`config.mk`:
```
export PLATFORM = sky130hd
export DESIGN_NAME = mem_access_stage
export DESIGN_NICKNAME = d
export VERILOG_FILES = /design/src/rtl/mem_access_stage.sv
export SDC_FILE = /design/constraint.sdc
export NUM_CORES = 1
export LEC_CHECK = 0
export ABC_AREA = 1
export BUFFER_PORTS_ARGS = -buffer_cell sky130_fd_sc_hd__buf_2
export CAP_MARGIN = 10
export CORE_MARGIN = 1.5
export CORE_UTILIZATION = 38
export DETAILED_ROUTE_END_ITERATION = 16
export PLACE_DENSITY = 0.72
export SLEW_MARGIN = 15
export SYNTH_ARGS = -nofsm -noshare
export SYNTH_HDL_FRONTEND = slang
export SYNTH_SLANG_ARGS = --single-unit
```
`constraint.sdc`:
```
create_clock -name clk -period 2.2 [get_ports clk]
set_input_delay 0.33 -clock clk [delete_from_list [all_inputs] [get_ports clk]]
set_output_delay 0.33 -clock clk [all_outputs]
set_load 0.05 [all_outputs]
```
`src/rtl/mem_access_stage.sv`:
```
// MEM stage: word load/store over a req/ack port, owns the MEM/WB register (1-cycle latency).
// Holds mem_stall high while an access waits for ack; aborts with bus_err after TIMEOUT req cycles.
module mem_access_stage #(
  parameter int TIMEOUT = 16,
  parameter int ADDR_W  = 32
) (
  input  logic              clk,
  input  logic              rst,
  input  logic              RegWrite_in,
  input  logic              MemRead_in,
  input  logic              MemWrite_in,
  input  logic              MemToReg_in,
  input  logic [31:0]       alu_out_in,
  input  logic [31:0]       rt_data_in,
  input  logic [4:0]        rd_in,
  output logic              dmem_req,
  output logic              dmem_we,
  output logic [ADDR_W-1:0] dmem_addr,
  output logic [31:0]       dmem_wdata,
  input  logic [31:0]       dmem_rdata,
  input  logic              dmem_ack,
  output logic              mem_stall,
  output logic              RegWrite_wb,
  output logic              MemToReg_wb,
  output logic [31:0]       mem_data_wb,
  output logic [31:0]       alu_out_wb,
  output logic [4:0]        rd_wb,
  output logic              misalign_err,
  output logic              bus_err
);

  localparam int CW = $clog2(TIMEOUT) + 1;
  localparam logic [0:0] IDLE = 1'b0;
  localparam logic [0:0] WAIT = 1'b1;

  logic [0:0]    state;
  logic [CW-1:0] wait_cnt;

  logic mem_op, aligned, misalign, timeout, done, load_done;

  assign mem_op  = MemRead_in | MemWrite_in;
  assign aligned = (alu_out_in[1:0] == 2'b00);

  // A request in WAIT is implied: upstream is frozen, so the op is still presented.
  assign dmem_req   = !rst && ((state == IDLE && mem_op && aligned) || state == WAIT);
  assign dmem_we    = MemWrite_in;
  assign dmem_addr  = alu_out_in[ADDR_W-1:0];
  assign dmem_wdata = rt_data_in;

  assign misalign  = (state == IDLE) && mem_op && !aligned;
  assign timeout   = !rst && (state == WAIT) && !dmem_ack && (wait_cnt == CW'(TIMEOUT - 1));
  assign done      = dmem_req && dmem_ack;
  assign load_done = done && MemRead_in && !MemWrite_in;
  assign mem_stall = dmem_req && !dmem_ack && !timeout;

  always_ff @(posedge clk) begin
    if (rst) begin
      state    <= IDLE;
      wait_cnt <= '0;
    end else if (state == IDLE) begin
      if (dmem_req && !dmem_ack) begin
        state    <= WAIT;
        wait_cnt <= CW'(1);
      end
    end else begin
      if (done || timeout) begin
        state    <= IDLE;
        wait_cnt <= '0;
      end else begin
        wait_cnt <= wait_cnt + CW'(1);
      end
    end
  end

  always_ff @(posedge clk) begin
    if (rst) begin
      RegWrite_wb  <= 1'b0;
      MemToReg_wb  <= 1'b0;
      mem_data_wb  <= '0;
      alu_out_wb   <= '0;
      rd_wb        <= '0;
      misalign_err <= 1'b0;
      bus_err      <= 1'b0;
    end else if (mem_stall) begin
      // Bubble: control cleared, data fields keep their last values.
      RegWrite_wb  <= 1'b0;
      MemToReg_wb  <= 1'b0;
      misalign_err <= 1'b0;
      bus_err      <= 1'b0;
    end else begin
      RegWrite_wb  <= RegWrite_in && !timeout && !misalign;
      MemToReg_wb  <= MemToReg_in;
      alu_out_wb   <= alu_out_in;
      rd_wb        <= rd_in;
      misalign_err <= misalign;
      bus_err      <= timeout;
      if (load_done) mem_data_wb <= dmem_rdata;
    end
  end

endmodule

```
==> out/qor.csv, run 1 <==
metric,value,unit
post-synth cell types,20,
total power,3446,uW
CORE AREA,9729,um2
largest net degree at the start of global routing,65,
hold bufs inserted after CTS,0,
RR Startpoint,wait_cnt[0],
fin crit share,94.83,%
M1 wire length,3555,um
Sink Count,79,
antenna diode instance count,0,
cells after synthesis,575,
minimum clock period,2.086,ns
io pins,248,
final std cells w/o fill,823,
CP startpoint kind,flop,
worst vdd rail ir drop,0.2413,mV
sequential share of the synthesized area,41.54,%
Setup Buffers After CTS,0,
Pwr per Cell Area,752.4,nW/um2
via count,3326,
LEAKAGE,0.002919,uW
area growth from synthesis to layout,20.28,%
Final Hold Vio Count,0,
gr usage total,14.94,%
uppermost layer routed,met4,
CP endpoint kind,output port,
gr ovfl total,0,
fmax,479.3,MHz
TritonCTS buffer count,9,
r2r setup slk,0.27,ns
worst skew pair latency,0.34,ns
arrival time worst endpoint,1.76,ns
H-tree levels,3,
R2R depth,11,
vias in the first global route,2747,
RSZ-0062 raised after global routing,false,
DR vias/cell,4.041,
routed wl met2,4147,um
Seq cells post-synth,79,
Crit Path Max Fanout,6,
HPWL after detailed placement,6204,um
Max-Cap Viols,0,
Slew Limit Fails,0,
synth warn,0,
share of cells above drive strength 1,30.43,%
initial core utilization,39.13,%
initial antenna violation count,0,
Mapped Area,3807,um2
crit path kind,flop to output port,
num rows,36,
routed length on met3,574,um
Slew HR,73.23,%
TritonCTS clock tree,yes,
CTS root buffer,clkbuf_8,
TNS Setup,0,ns
DRT iter0 DRCs,73,
outcome,completed,
DR WL/cell,10.24,um
DRT antenna net count,0,
Max clock buf depth,2,
syn_area_per_cell,6.622,um2
Total Nets Final,797,
endpoints failing setup,0,
Critical Path Source,wait_cnt[0],
placer congestion estimate,0.7816,
worst slew pin tran,0.4016,ns
first-pass GRT wire length,12350,um
worst min-delay path category,input pin to flop,
Die Ht,103.1,um
final WL,8431,um
# placed instances,809,
worst endpoint required time,1.87,ns
Initial DRT Pass Iterations,4,
Hold Crit Depth,3,
I/O Buffers,183,
hold_sp,MemToReg_in,
syn nets,685,
skew final,0.009571,ns
die area,10630,um2
clock input transition at the sequential cells of the worst setup and hold paths,0.08,ns
# DRC,0,
die width,103.1,um
[logic make-up after synthesis]
| logic type | share of synthesized area [%] |
|---|---|
| and+or+nand+nor | 32.11 |
| buffers and inverters | 24.42 |
| DFF | 41.54 |
| AOI/OAI and AO/OA | 1.051 |
| adders and majority gates | 0.6571 |
| xor gates and xnor gates | 0.2301 |
[final cells by class]
class,count,area (um2)
Fill cell,1023,5150
Clock buffer,10,137.6
Clock inverter,4,95.09
Timing Repair Buffer,189,979.7
Tap cell,133,166.4
Inverter,83,311.5
Sequential cell,79,1582
Multi-Input combinational cell,325,1308
[power by group]
group | internal [uW] | switching, uW | leakage [uW]
Sequential | 1490 | 26.2 | 0.000648
Clock | 771 | 510 | 0.000118
Combinational | 161 | 489 | 0.00215
[synthesized netlist by cell type (all sizes together)]
library cell,n,share of area (%)
xor2,1,0.23
nor3,1,0.13
buf,82,16
nand4,4,1.2
nand3,7,0.92
nand2,154,15
a21oi,5,0.66
o21ai,3,0.39
inv,83,8.2
dfxtp,79,42
ha,2,0.66
nor2,148,15
clkbuf,6,0.59
[stage by stage]
step                util [%]  instance area (um2)  hold slack, ns  setup WS (ns)
finish                 47.07                 4579          0.2049         0.1137
global route           47.07                 4579          0.1820       0.005335
CTS                    47.04                 4577          0.1844        0.01986
detailed placement     44.59                 4338          0.4652         0.2715
global placement       44.59                 4338          0.4576         0.3470
floorplan                  -                 3807          0.3991         0.1661
[sequential cells by signal, summed over array words and instances (netlist names)]
signal and flops:
alu_out_wb 32, mem_data_wb 32, rd_wb 5, wait_cnt 5, MemToReg_wb 1, RegWrite_wb 1, bus_err 1, misalign_err 1
state 1
[layer usage]
layer / up-vias / GRT usage [%]
met2: 91 / 25.00
met3: 18 / 4.407
met1: 1401 / 17.74
met4: 0 / 6.653
li1: 1816 / -
met5: - / 0
[critical path, cell delays in order (launching register included)]
cell and delay, ns:
dfxtp_1 0.34, ha_1 0.21, nand2_1 0.09, nor2_1 0.04
ha_1 0.17, nand2_1 0.06, inv_1 0.04, nand2_2 0.09
nand4_4 0.14, inv_2 0.08, buf_6 0.15
[final timing paths]
kind / to
setup / recovery: mem_stall
hold / removal: MemToReg_wb
setup reg to reg: misalign_err
hold reg to reg: alu_out_wb[1]
[repair_timing]
action | 4_1_cts | 5_1_grt
setup endpoints to repair | 1 | 1
resized for setup | 2 | 2
endpoints found under the hold margin | 0 | 0
pin swaps | 0 | 0
[placed cells by master (no fill, tap or decap)]
cell type	instances
inv_1	80
nand2_1	152
inv_2	3
buf_12	1
buf_6	1
buf_4	5
nand2_2	2
dfxtp_1	79
bufinv_16	3
nor2_1	148
clkbuf_8	10
nand4_1	2
xor2_1	1
nand4_4	2
o21ai_0	3
a21oi_1	5
nor3_1	1
nand3_1	7
clkinv_2	1
ha_1	2
buf_2	182
Power figures use the tool's default switching activity.
==> run 2: changes to the inputs <==
Settings changed: CELL_PAD_IN_SITES_DETAIL_PLACEMENT set to 0, CELL_PAD_IN_SITES_GLOBAL_PLACEMENT set to 1, CORE_UTILIZATION 38 to 27, PLACE_DENSITY 0.72 to 0.78.
==> run 2 against run 1 <==
  * Cell count is 5.8% higher
  * Global-route usage is 3.0 points lower
  * Sequential power hardly changed
  * Die area grew 39%
  * Total power is 9.9% higher
  * Non-clock buffer count fell by 1
  * Routed wire length grew 3.4%
  * First-iteration DRC count is 96% higher
  * Design area rose by 3.4%
  * Largest power group is now the clock network
==> out/qor.csv, run 2 (synthesized netlist as in run 1, its figures left out) <==
metric,value,unit
outcome,completed,
share of cells above drive strength 1,30.10,%
cell breakdown of the critical path,ha_1 > nand2_1 > nor2_1 > ha_1 > nand2_1 > inv_1 > nand2_2 > nand4_4 > inv_1 > buf_6,
TNS Setup,0,ns
LEAKAGE,0.002965,uW
# DRC,0,
post-layout util,34.25,%
Worst path max stage delay,0.34,ns
worst min-delay path category,input pin to flop,
"commonest non-fill, non-tap cell in the layout",buf_2,
TritonCTS buffer count,9,
gr ovfl total,0,
Die Ht,121.8,um
CP endpoint kind,output port,
CORE AREA,13830,um2
arrival time worst endpoint,1.73,ns
die width,121.8,um
Largest regs,"alu_out_wb: 32 flops, mem_data_wb: 32 flops",
Slew HR,69.52,%
io pins,248,
Max clock buf depth,2,
Total Nets Final,796,
M1 GR Usage,13.90,%
die area,14820,um2
routing usage on met2,19.87,%
Final Hold Vio Count,0,
CP max stage cell,dfxtp_1,
Max-Cap Viols,0,
Sink Count,79,
endpoints failing setup,0,
first-pass GRT wire length,13750,um
initial antenna violation count,0,
worst vdd rail ir drop,0.3247,mV
DRT antenna net count,0,
Crit Path Max Fanout,4,
"commonest cells after routing, fill and taps aside","buf_2 (182), nand2_1 (152), nor2_1 (148)",
Slew Limit Fails,0,
I/O Buffers,183,
initial core utilization,27.54,%
Pwr per Cell Area,799.6,nW/um2
worst endpoint required time,1.87,ns
clock input transition at the sequential cells of the worst setup and hold paths,0.06,ns
HPWL after detailed placement,6388,um
skew final,0.005575,ns
DRT iter0 DRCs,143,
met3 Use GR,3.043,%
vias in the first global route,2880,
gr usage total,11.93,%
num rows,43,
area growth from synthesis to layout,24.38,%
worst slew pin tran,0.4572,ns
CTS root buffer,clkbuf_16,
minimum clock period,2.063,ns
fin crit share,93.77,%
H-tree levels,3,
crit path kind,flop to output port,
GR peak layer,met2,
DR WL/cell,10.01,um
largest net degree at the start of global routing,65,
via count,3330,
fmax,484.7,MHz
antenna diode instance count,0,
worst skew pair latency,0.34,ns
placed cell area,4402,um2
DR vias/cell,3.823,
TritonCTS clock tree,yes,
Initial DRT Pass Iterations,4,
final WL,8719,um
Finished Cell Area,4736,um2
Setup Buffers After CTS,0,
CP startpoint kind,flop,
placer congestion estimate,0.7573,
## run 2: critical path: cells and delay by family, from the launching register on
family | cells | cell delay, ns
AND/OR/NAND/NOR | 5 | 0.39
flip-flops | 1 | 0.34
buffers and inverters | 3 | 0.29
adder cells (fa/ha/maj) | 2 | 0.37
## run 2: path summary, 6_finish.rpt
path	from	to	slack, ns	depth (start not counted)
setup / recovery	wait_cnt[0]	mem_stall	0.14	10
hold / removal	MemToReg_in	MemToReg_wb	0.20	3
setup reg to reg	wait_cnt[0]	alu_out_wb[27]	0.47	12
hold reg to reg	alu_out_wb[18]	alu_out_wb[18]	0.47	2
## run 2: timing repair
item,CTS,global route
resized for setup,1,2
hold buffers,0,0
endpoints found under the setup margin,1,1
## run 2: report_power, final
group,internal (uW),switching [uW]
sequential,1490,25.0
combinational,161,493
clock,1050,563
total,2710,1080
## run 2: metrics by stage
| stage | hold WS (ns) | worst slack [ns] | cells | power, uW |
|---|---|---|---|---|
| 3_5_place_dp | 0.4653 | 0.3619 | 855 | 2207 |
| 4_1_cts | 0.1805 | 0.04558 | 871 | 3871 |
| 3_3_place_gp | 0.4584 | 0.3807 | 855 | 2207 |
| 5_1_grt | 0.2111 | -0.0008122 | 871 | 3976 |
| 6_report | 0.2044 | 0.1370 | 871 | 3787 |
| 2_1_floorplan | 0.3991 | 0.1661 | 575 | 2211 |
## run 2: per-layer routing
metal | share of wire [%] | up-vias
li1 | - | 1817
met1 | 45 | 1406
met2 | 47 | 94
met3 | 5.8 | 13
met4 | 2.7 | 0
met5 | 0 | -
## run 2: cell type report
type	instances	area, um2
Sequential cell	79	1582
Fill cell	1560	9091
Clock inverter	3	65.06
Clock buffer	13	260.3
Multi-Input combinational cell	325	1308
Timing Repair Buffer	188	984.7
Inverter	83	311.5
Tap cell	180	225.2
==> run 3: changes to the inputs <==
Settings changed: CELL_PAD_IN_SITES_DETAIL_PLACEMENT 0 to 1, CELL_PAD_IN_SITES_GLOBAL_PLACEMENT 1 to 2, CORE_UTILIZATION 27 to 20.
==> run 3 against run 2 <==
  * Die area up 34%
  * Critical endpoint unchanged
  * Highest routed layer unchanged
  * Routed wire length up 23%
  * Clock skew up 0.00082 ns
==> out/qor.csv, run 3 (synthesized netlist as in run 1, its figures left out) <==
metric,value,unit
outcome,completed,
RSZ-0062 raised after global routing,false,
final std cells w/o fill,926,
Slew Limit Fails,0,
hold_sp,dmem_rdata[0],
vias in the first global route,3249,
placer congestion estimate,0.7502,
cell breakdown of the critical path,ha_1 > nand2_1 > nor2_1 > ha_1 > nand2_1 > inv_1 > nand2_2 > nand4_4 > inv_2 > buf_8,
fin crit share,93.87,%
crit path kind,flop to output port,
r2r setup slk,0.45,ns
initial antenna violation count,1,
R2R depth,11,
Finished Cell Area,4808,um2
final WL,10750,um
crit-path leading delay family,simple AND/OR/NAND/NOR gates,
Setup Buffers After CTS,0,
skew final,0.006395,ns
Crit Path Max Fanout,4,
DR vias/cell,3.768,
Sink Count,79,
die width,141.0,um
Max-Cap Viols,0,
DR WL/cell,11.60,um
worst slew pin tran,0.5420,ns
Slew HR,63.87,%
num rows,50,
Worst path max stage delay,0.33,ns
"commonest non-fill, non-tap cell in the layout",buf_2,
HPWL after detailed placement,7900,um
worst r2r dst,misalign_err,
Largest regs,"alu_out_wb: 32 flops, mem_data_wb: 32 flops",
Pwr per Cell Area,794.3,nW/um2
H-tree levels,3,
CTS root buffer,clkbuf_16,
pre-CTS setup slack,0.3047,ns
arrival time worst endpoint,1.74,ns
worst vdd rail ir drop,0.3193,mV
Total Nets Final,796,
filler cell count,2373,
DRT iter0 DRCs,89,
clock input transition at the sequential cells of the worst setup and hold paths,0.07,ns
via count,3489,
Critical Path Source,wait_cnt[0],
gr usage total,10.66,%
largest net degree at the start of global routing,53,
"commonest cells after routing, fill and taps aside","buf_2 (182), nand2_1 (152), nor2_1 (148)",
initial core utilization,20.35,%
share of cells above drive strength 1,30.39,%
crit path to,mem_stall,
worst min-delay path category,input pin to flop,
# DRC,0,
fmax,484.2,MHz
worst endpoint required time,1.87,ns
area growth from synthesis to layout,26.29,%
CP endpoint kind,output port,
TNS Setup,0,ns
# placed instances,909,
CORE AREA,18710,um2
Final Hold Vio Count,0,
Initial DRT Pass Iterations,4,
minimum clock period,2.065,ns
TritonCTS buffer count,9,
die area,19870,um2
endpoints failing setup,0,
TritonCTS clock tree,yes,
Crit. path cell count,10,
I/O Buffers,183,
gr ovfl total,0,
LEAKAGE,0.002956,uW
worst skew pair latency,0.34,ns
RR Startpoint,wait_cnt[0],
Max clock buf depth,2,
CP startpoint kind,flop,
final worst slack,0.1348,ns
Die Ht,141.0,um
DRT antenna net count,0,
io pins,248,
CP bufs+invs,3,
first-pass GRT wire length,16370,um
placed cell area,4469,um2
CP max stage cell,dfxtp_1,
## run 3: cell types whose count changed in the layout (fill, tap and decap cells not counted), sizes merged
cell      delta
clkbuf       -2
clkinv       +1
clkinvlp     +1
diode        +1
## run 3: layout make-up
class                   count  area (um2)  share of cell area, %
inverters                  83       311.5                  6.479
well taps                 234       292.8                  6.089
clock buffers              11       242.7                  5.048
multi-input cells         325        1308                  27.19
diodes                      1       2.502                0.05204
repair buffers            188       988.4                  20.56
flip-flops and latches     79        1582                  32.89
clock inverters             5       81.33                  1.691
## run 3: power by group
group          leakage, uW  internal, uW  switching, uW  total [uW]
clock             0.000156          1030            613        1640
sequential        0.000648          1490           26.3        1520
combinational      0.00215           161            502         664
total              0.00296          2680           1140        3820
## run 3: worst min-delay path by stage
| stage | end | cells past startpoint |
|---|---|---|
| global route | mem_data_wb[30] | 3 |
| detailed placement | alu_out_wb[15] | 2 |
| floorplan | wait_cnt[1] | 1 |
| global placement | rd_wb[1] | 2 |
| finish | mem_data_wb[0] | 3 |
| CTS | mem_data_wb[0] | 3 |
## run 3: layer usage
layer	vias up	track usage, %	wire, um
met3	16	3.363	640
met5	-	0	0
li1	1815	-	-
met1	1560	12.35	4623
met4	0	4.989	269
met2	98	17.92	5213
## run 3: metrics by stage
step           power, uW  utilization [%]  hold slack [ns]
4_1_cts             3931            25.67           0.1878
3_5_place_dp        2224            23.89           0.4652
2_1_floorplan       2211                -           0.3991
6_report            3819            25.71           0.2099
3_3_place_gp        2219            23.89           0.4596
5_1_grt             4029            25.71           0.2014
## run 3: worst register-to-register path: stages, from the launching register on
cell     delay [ns]
dfxtp_1        0.37
ha_1           0.18
nand2_1        0.07
nor2_1         0.09
ha_1           0.14
nand2_1        0.05
inv_1          0.06
nand2_2        0.08
nand4_4        0.10
buf_4          0.29
nand2_1        0.14
nor2_1         0.12
## run 3: what timing repair did
item                                    in CTS  in global routing
gates cloned                                 0                  0
gates resized for setup                      3                  2
endpoints found under the setup margin       1                  1
hold endpoints to repair                     0                  0
pin swaps                                    0                  1
hold buffers                                 0                  0
